--- src/rtl/ranging_sequencer.sv ---
// Ultrasonic ranger ping sequencer: drives trig, times the echo pulse, enforces
// the ping period and echo timeouts, and averages good samples into one result.
module ranging_sequencer #(
    parameter int TRIG_CYCLES    = 120,
    parameter int TIMEOUT_CYCLES = 360_000,
    parameter int PERIOD_CYCLES  = 720_000,
    parameter int AVG_LOG2       = 2
) (
    input  logic        clk,
    input  logic        rst,
    input  logic        en,
    input  logic        echo,
    output logic        trig,
    output logic        busy,
    output logic [31:0] result_cycles,
    output logic        result_valid,
    input  logic        result_ready,
    output logic        overrun,
    output logic        timeout
);

    typedef enum logic [2:0] {
        S_IDLE,
        S_TRIG,
        S_WAIT_RISE,
        S_MEASURE,
        S_HOLDOFF
    } state_t;

    localparam int                AW        = 32 + AVG_LOG2;
    localparam logic [31:0]       TRIG_LAST = 32'(TRIG_CYCLES - 1);
    localparam logic [31:0]       TMO       = 32'(TIMEOUT_CYCLES);
    localparam logic [31:0]       TMO_LAST  = 32'(TIMEOUT_CYCLES - 1);
    localparam logic [31:0]       PERIOD    = 32'(PERIOD_CYCLES);
    localparam logic [AVG_LOG2:0] NS_ONE    = (AVG_LOG2 + 1)'(1);
    localparam logic [AVG_LOG2:0] NS_LAST   = (AVG_LOG2 + 1)'((1 << AVG_LOG2) - 1);

    state_t            state_q, state_d;
    logic              sync1_q, sync1_d;
    logic              echo_s_q, echo_s_d;
    logic              echo_prev_q, echo_prev_d;
    logic [31:0]       phase_q, phase_d;
    logic [31:0]       period_q, period_d;
    logic [31:0]       width_q, width_d;
    logic [AW-1:0]     acc_q, acc_d;
    logic [AVG_LOG2:0] nsamp_q, nsamp_d;
    logic [31:0]       result_q, result_d;
    logic              valid_q, valid_d;
    logic              overrun_q, overrun_d;
    logic              timeout_q, timeout_d;

    logic              rise, fall, sample_add, complete;
    logic [AW-1:0]     acc_sum;

    always_comb begin
        state_d     = state_q;
        sync1_d     = echo;
        echo_s_d    = sync1_q;
        echo_prev_d = echo_s_q;
        phase_d     = phase_q;
        width_d     = width_q;
        acc_d       = acc_q;
        nsamp_d     = nsamp_q;
        result_d    = result_q;
        valid_d     = valid_q;
        overrun_d   = 1'b0;
        timeout_d   = 1'b0;
        sample_add  = 1'b0;
        complete    = 1'b0;

        rise = echo_s_q & ~echo_prev_q;
        fall = ~echo_s_q & echo_prev_q;

        // Saturates so a stuck-high echo in HOLDOFF cannot wrap it back below PERIOD.
        period_d = (period_q == '1) ? period_q : period_q + 32'd1;

        case (state_q)
            S_IDLE: begin
                acc_d   = '0;
                nsamp_d = '0;
                if (en) begin
                    state_d  = S_TRIG;
                    phase_d  = '0;
                    period_d = 32'd1;
                end
            end
            S_TRIG: begin
                if (phase_q == TRIG_LAST) begin
                    state_d = S_WAIT_RISE;
                    phase_d = '0;
                end else begin
                    phase_d = phase_q + 32'd1;
                end
            end
            S_WAIT_RISE: begin
                if (rise) begin
                    state_d = S_MEASURE;
                    width_d = 32'd1;
                end else if (phase_q == TMO_LAST) begin
                    state_d   = S_HOLDOFF;
                    timeout_d = 1'b1;
                end else begin
                    phase_d = phase_q + 32'd1;
                end
            end
            S_MEASURE: begin
                if (fall) begin
                    state_d    = S_HOLDOFF;
                    sample_add = 1'b1;
                end else if (width_q >= TMO) begin
                    state_d   = S_HOLDOFF;
                    timeout_d = 1'b1;
                end else if (echo_s_q) begin
                    width_d = width_q + 32'd1;
                end
            end
            S_HOLDOFF: begin
                // period_q counts the trig rise cycle as 1, so exiting at PERIOD
                // spaces trig rises exactly PERIOD cycles apart.
                if (period_q >= PERIOD && !echo_s_q) begin
                    if (en) begin
                        state_d  = S_TRIG;
                        phase_d  = '0;
                        period_d = 32'd1;
                    end else begin
                        state_d = S_IDLE;
                    end
                end
            end
            default: state_d = S_IDLE;
        endcase

        acc_sum = acc_q + AW'(width_q);
        if (sample_add) begin
            if (nsamp_q == NS_LAST) begin
                result_d = acc_sum[AVG_LOG2 +: 32];
                acc_d    = '0;
                nsamp_d  = '0;
                complete = 1'b1;
            end else begin
                acc_d   = acc_sum;
                nsamp_d = nsamp_q + NS_ONE;
            end
        end

        if (complete) begin
            valid_d   = 1'b1;
            overrun_d = valid_q & ~result_ready;
        end else if (valid_q && result_ready) begin
            valid_d = 1'b0;
        end
    end

    always_ff @(posedge clk) begin
        if (rst) begin
            state_q     <= S_IDLE;
            sync1_q     <= 1'b0;
            echo_s_q    <= 1'b0;
            echo_prev_q <= 1'b0;
            phase_q     <= '0;
            period_q    <= '0;
            width_q     <= '0;
            acc_q       <= '0;
            nsamp_q     <= '0;
            result_q    <= '0;
            valid_q     <= 1'b0;
            overrun_q   <= 1'b0;
            timeout_q   <= 1'b0;
        end else begin
            state_q     <= state_d;
            sync1_q     <= sync1_d;
            echo_s_q    <= echo_s_d;
            echo_prev_q <= echo_prev_d;
            phase_q     <= phase_d;
            period_q    <= period_d;
            width_q     <= width_d;
            acc_q       <= acc_d;
            nsamp_q     <= nsamp_d;
            result_q    <= result_d;
            valid_q     <= valid_d;
            overrun_q   <= overrun_d;
            timeout_q   <= timeout_d;
        end
    end

    assign trig          = (state_q == S_TRIG);
    assign busy          = (state_q != S_IDLE);
    assign result_cycles = result_q;
    assign result_valid  = valid_q;
    assign overrun       = overrun_q;
    assign timeout       = timeout_q;

endmodule

--- config.mk ---
export PLATFORM = sky130hd
export DESIGN_NAME = ranging_sequencer
export DESIGN_NICKNAME = d
export VERILOG_FILES = /design/src/rtl/ranging_sequencer.sv
export SDC_FILE = /design/constraint.sdc
export NUM_CORES = 1
export LEC_CHECK = 0
export BUFFER_PORTS_ARGS = -buffer_cell sky130_fd_sc_hd__buf_2
export CAP_MARGIN = 10
export CORE_AREA = 2 2 127 129
export CTS_BUF_LIST = sky130_fd_sc_hd__clkbuf_8
export CTS_CLUSTER_SIZE = 12
export DETAILED_ROUTE_END_ITERATION = 8
export DIE_AREA = 0 0 129 131
export MAX_ROUTING_LAYER = met4
export PLACE_DENSITY_LB_ADDON = 0.05
export SYNTH_ARGS = -nofsm -noshare
export SYNTH_HDL_FRONTEND = slang
export SYNTH_SLANG_ARGS = --single-unit
--- constraint.sdc ---
create_clock -name clk -period 3.12 [get_ports clk]
set_input_delay 0.624 -clock clk [delete_from_list [all_inputs] [get_ports clk]]
set_output_delay 0.624 -clock clk [all_outputs]
set_load 0.01 [all_outputs]
==> results.cfg <==
[place]
dp.cells = 1312
dp_hpwl_mm = 14.1
portBuffers = 41
placed_area_mm2 = 0.00942
gp_congestion = 0.917

[critical_path]
critPathMaxStageDelay_ns = 0.41
critical_path.startpoint_type = flip-flop
cp_top_family = compound AO/OA/AOI/OAI gates
crit_buf_inv = 1
cp_max_fo = 4
cp_cell_sequence = ha_1, fa_1, a21o_1, a221oi_2, buf_4, a211o_1, a21oi_1, a211oi_2, o21ai_0, a21o_1, or2_0, a31oi_1
endpoint_kind = flip-flop
cp.arrival_ns = 3.37
slowest_stage = fa_1
path_common_cell = a21o_1
required_ns = 3.51
path_class = reg2reg

[finish]
fin_nets = 1162
antenna_cells = 0
layout-drive-gt1-share_pct = 12.6
design_area_mm2 = 0.00991
stdcell_count = 1347
fin_util_pct = 63.5
syn_to_final_growth_pct = 12.5

[clocking]
cts.sinks = 174
insertion_delay_ns = 0.47
cts_tree = done
h-tree-depth = 4
cts_buffers = 17
hold_buffers = 0
clk_path_buf_depth = 2
clk_pin_slew_ns = 0.08
ctsRootBufferMaster = clkbuf_8

[timing]
slew_violations = 0
tightest_slew_ns = 0.768
setup_violations = 0
finalCriticalPeriod_ns = 2.98
hold_violations = 0
period_share_pct = 95.4
tns_ns = 0
skew_ns = 0.0119
maxSlewHeadroom_pct = 48.3
fmax_mhz = 336

[detailed_routing]
vias_per_cell = 5.57
drtIter0Drc = 524
drt_first_pass_iters = 5
wire_per_inst_um = 14.8
wl_mm = 20.0
drc = 0
final_antenna_net_count = 0
vias = 7498

[pwr]
combPwrFrac_pct = 12.2
p_sw_mw = 1.23
p_clk_share_pct = 36.2
swShare_pct = 27.7
p_int_mw = 3.20
seqPwrFrac_pct = 51.7
finalPower_mw = 4.43
ir_worst_vdd_uv = 325
power_density_mw_per_mm2 = 447
leakage_nw = 3.95

[synth]
syn_nets = 1106
synth.area.top_cells = dfxtp_1, xor2_1, nor2_1
avgSynthCellArea_um2 = 8.29
netlist.top_cell.by_area = dfxtp_1
synth_cell_types = 68
synth_cells = 1062
yosysSeqAreaShare_pct = 39.6
netlist.area_leader.share_pct = 39.6
synth-edff-count = 0
ys_warn_count = 0
synth-seq-cells = 174
netlist_area_mm2 = 0.00880
ys.flop_type = dfxtp_1
synthArstFlopShare_pct = 0

[global_route]
overflow = 0
antenna_found_initial = 0
grt_pass1_wl_mm = 32.9
grt_usage_pct = 25.0
grt_max_degree = 39
grt_pass1_vias = 6645

[floorplan]
die_y_um = 131
rows = 46
die_w_um = 129
die_area_mm2 = 0.0169
io-pin-count = 42
core_mm2 = 0.0156
start_util_pct = 56.4

[run_status]
status = finished, final reports clean

[worst_hold_path]
hp-class = in2reg

[flow_run]
drv_cap = 0
==> routing by layer <==
| metal | share of wire [%] | vias to the layer above | GRT usage (%) |
|---|---|---|---|
| met4 | 1.3 | 0 | 6.07 |
| met3 | 3.9 | 24 | 5.05 |
| li1 | - | 3839 | - |
| met5 | 0 | - | - |
| met1 | 50 | 3505 | 34.4 |
| met2 | 45 | 130 | 37.9 |
==> logic make-up (layout without fill, tap and decap cells) <==
family / after synthesis / after routing / share of synthesized area, %
AO/OA/AOI/OAI: 207 / 207 / 15.6
XOR/XNOR: 97 / 97 / 9.65
adder cells (fa/ha/maj): 39 / 39 / 5.63
buffers and inverters: 66 / 135 / 2.97
flip-flops: 174 / 174 / 39.6
multiplexers: 3 / 3 / 0.341
AND/OR/NAND/NOR: 476 / 476 / 26.3
==> cell usage in the layout (no fill, tap or decap), types with 14 or more instances in the layout <==
cell / count
a21oi_1: 75
a22o_1: 16
a22oi_1: 15
and2_1: 17
and3_1: 19
buf_2: 41
buf_4: 41
clkbuf_8: 21
dfxtp_1: 174
ha_1: 38
inv_1: 22
nand2_1: 116
nand2b_1: 14
nand3_1: 49
nand4_1: 20
nor2_1: 144
nor2b_1: 14
nor3_1: 25
nor4_1: 15
o21ai_0: 28
xnor2_1: 33
xor2_1: 64
==> cell type report <==
type | count | area (um2)
multi-input combinational | 822 | 5140
inverter | 20 | 75.1
timing repair buffer | 83 | 533
clock inverter | 11 | 116
tap | 216 | 270
sequential | 174 | 3480
clock buffer | 21 | 289
fill | 1379 | 5690
==> Yosys cell counts, types with 9 or more instances <==
cell,instances
ha_1,38
nand4_1,20
and3_1,19
xor2_1,64
nand3_1,49
nand2_1,116
nand2b_1,14
a22o_1,16
a22oi_1,15
o21ai_0,29
a21oi_1,77
inv_1,20
nor3_1,26
xnor2_1,33
nor4_1,15
nor2b_1,14
a211oi_1,9
nor2_1,145
clkbuf_1,39
and2_1,17
dfxtp_1,174
a21o_1,11
==> power by group through the flow <==
stage | clock network [mW] | registers (mW) | logic [mW]
6_report | 1.60 | 2.29 | 0.539
2_1_floorplan | 0 | 2.32 | 0.363
4_1_cts | 1.63 | 2.29 | 0.538
5_1_grt | 1.73 | 2.29 | 0.591
3_5_place_dp | 0 | 2.34 | 0.539
3_3_place_gp | 0 | 2.34 | 0.537
==> path summary, 6_finish.rpt <==
kind                         start          endpoint  slack (ns)  depth (start not counted)
setup / recovery        width_q[0]         acc_q[32]        0.14                         12
hold / removal                echo          echo_s_d        0.37                          2
setup reg to reg        width_q[0]         acc_q[32]        0.14                         12
hold reg to reg   result_cycles[4]  result_cycles[4]        0.45                          2
==> timing repair <==
| action | 4_1_cts | 5_1_grt |
|---|---|---|
| setup endpoints to repair | 0 | 13 |
| setup buffers | 0 | 3 |
| gates resized for setup | 0 | 14 |
| hold endpoints to repair | 0 | 0 |
==> sequential cells by signal, summed over array words and instances, names as in the netlist, 3 cells and up <==
signal and count:
acc_q 34, result_cycles 32, state_q 3, period_q 32, nsamp_q 3, phase_q 32
width_q 32
==> through the flow <==
step | hold slack (ns) | setup WS, ns
2_1_floorplan | 0.414 | 0.222
3_3_place_gp | 0.440 | 0.133
3_5_place_dp | 0.445 | 0.0619
4_1_cts | 0.347 | 0.0417
5_1_grt | 0.343 | -0.0249
6_report | 0.366 | 0.143
No activity file was read; power rests on OpenSTA's default activity.
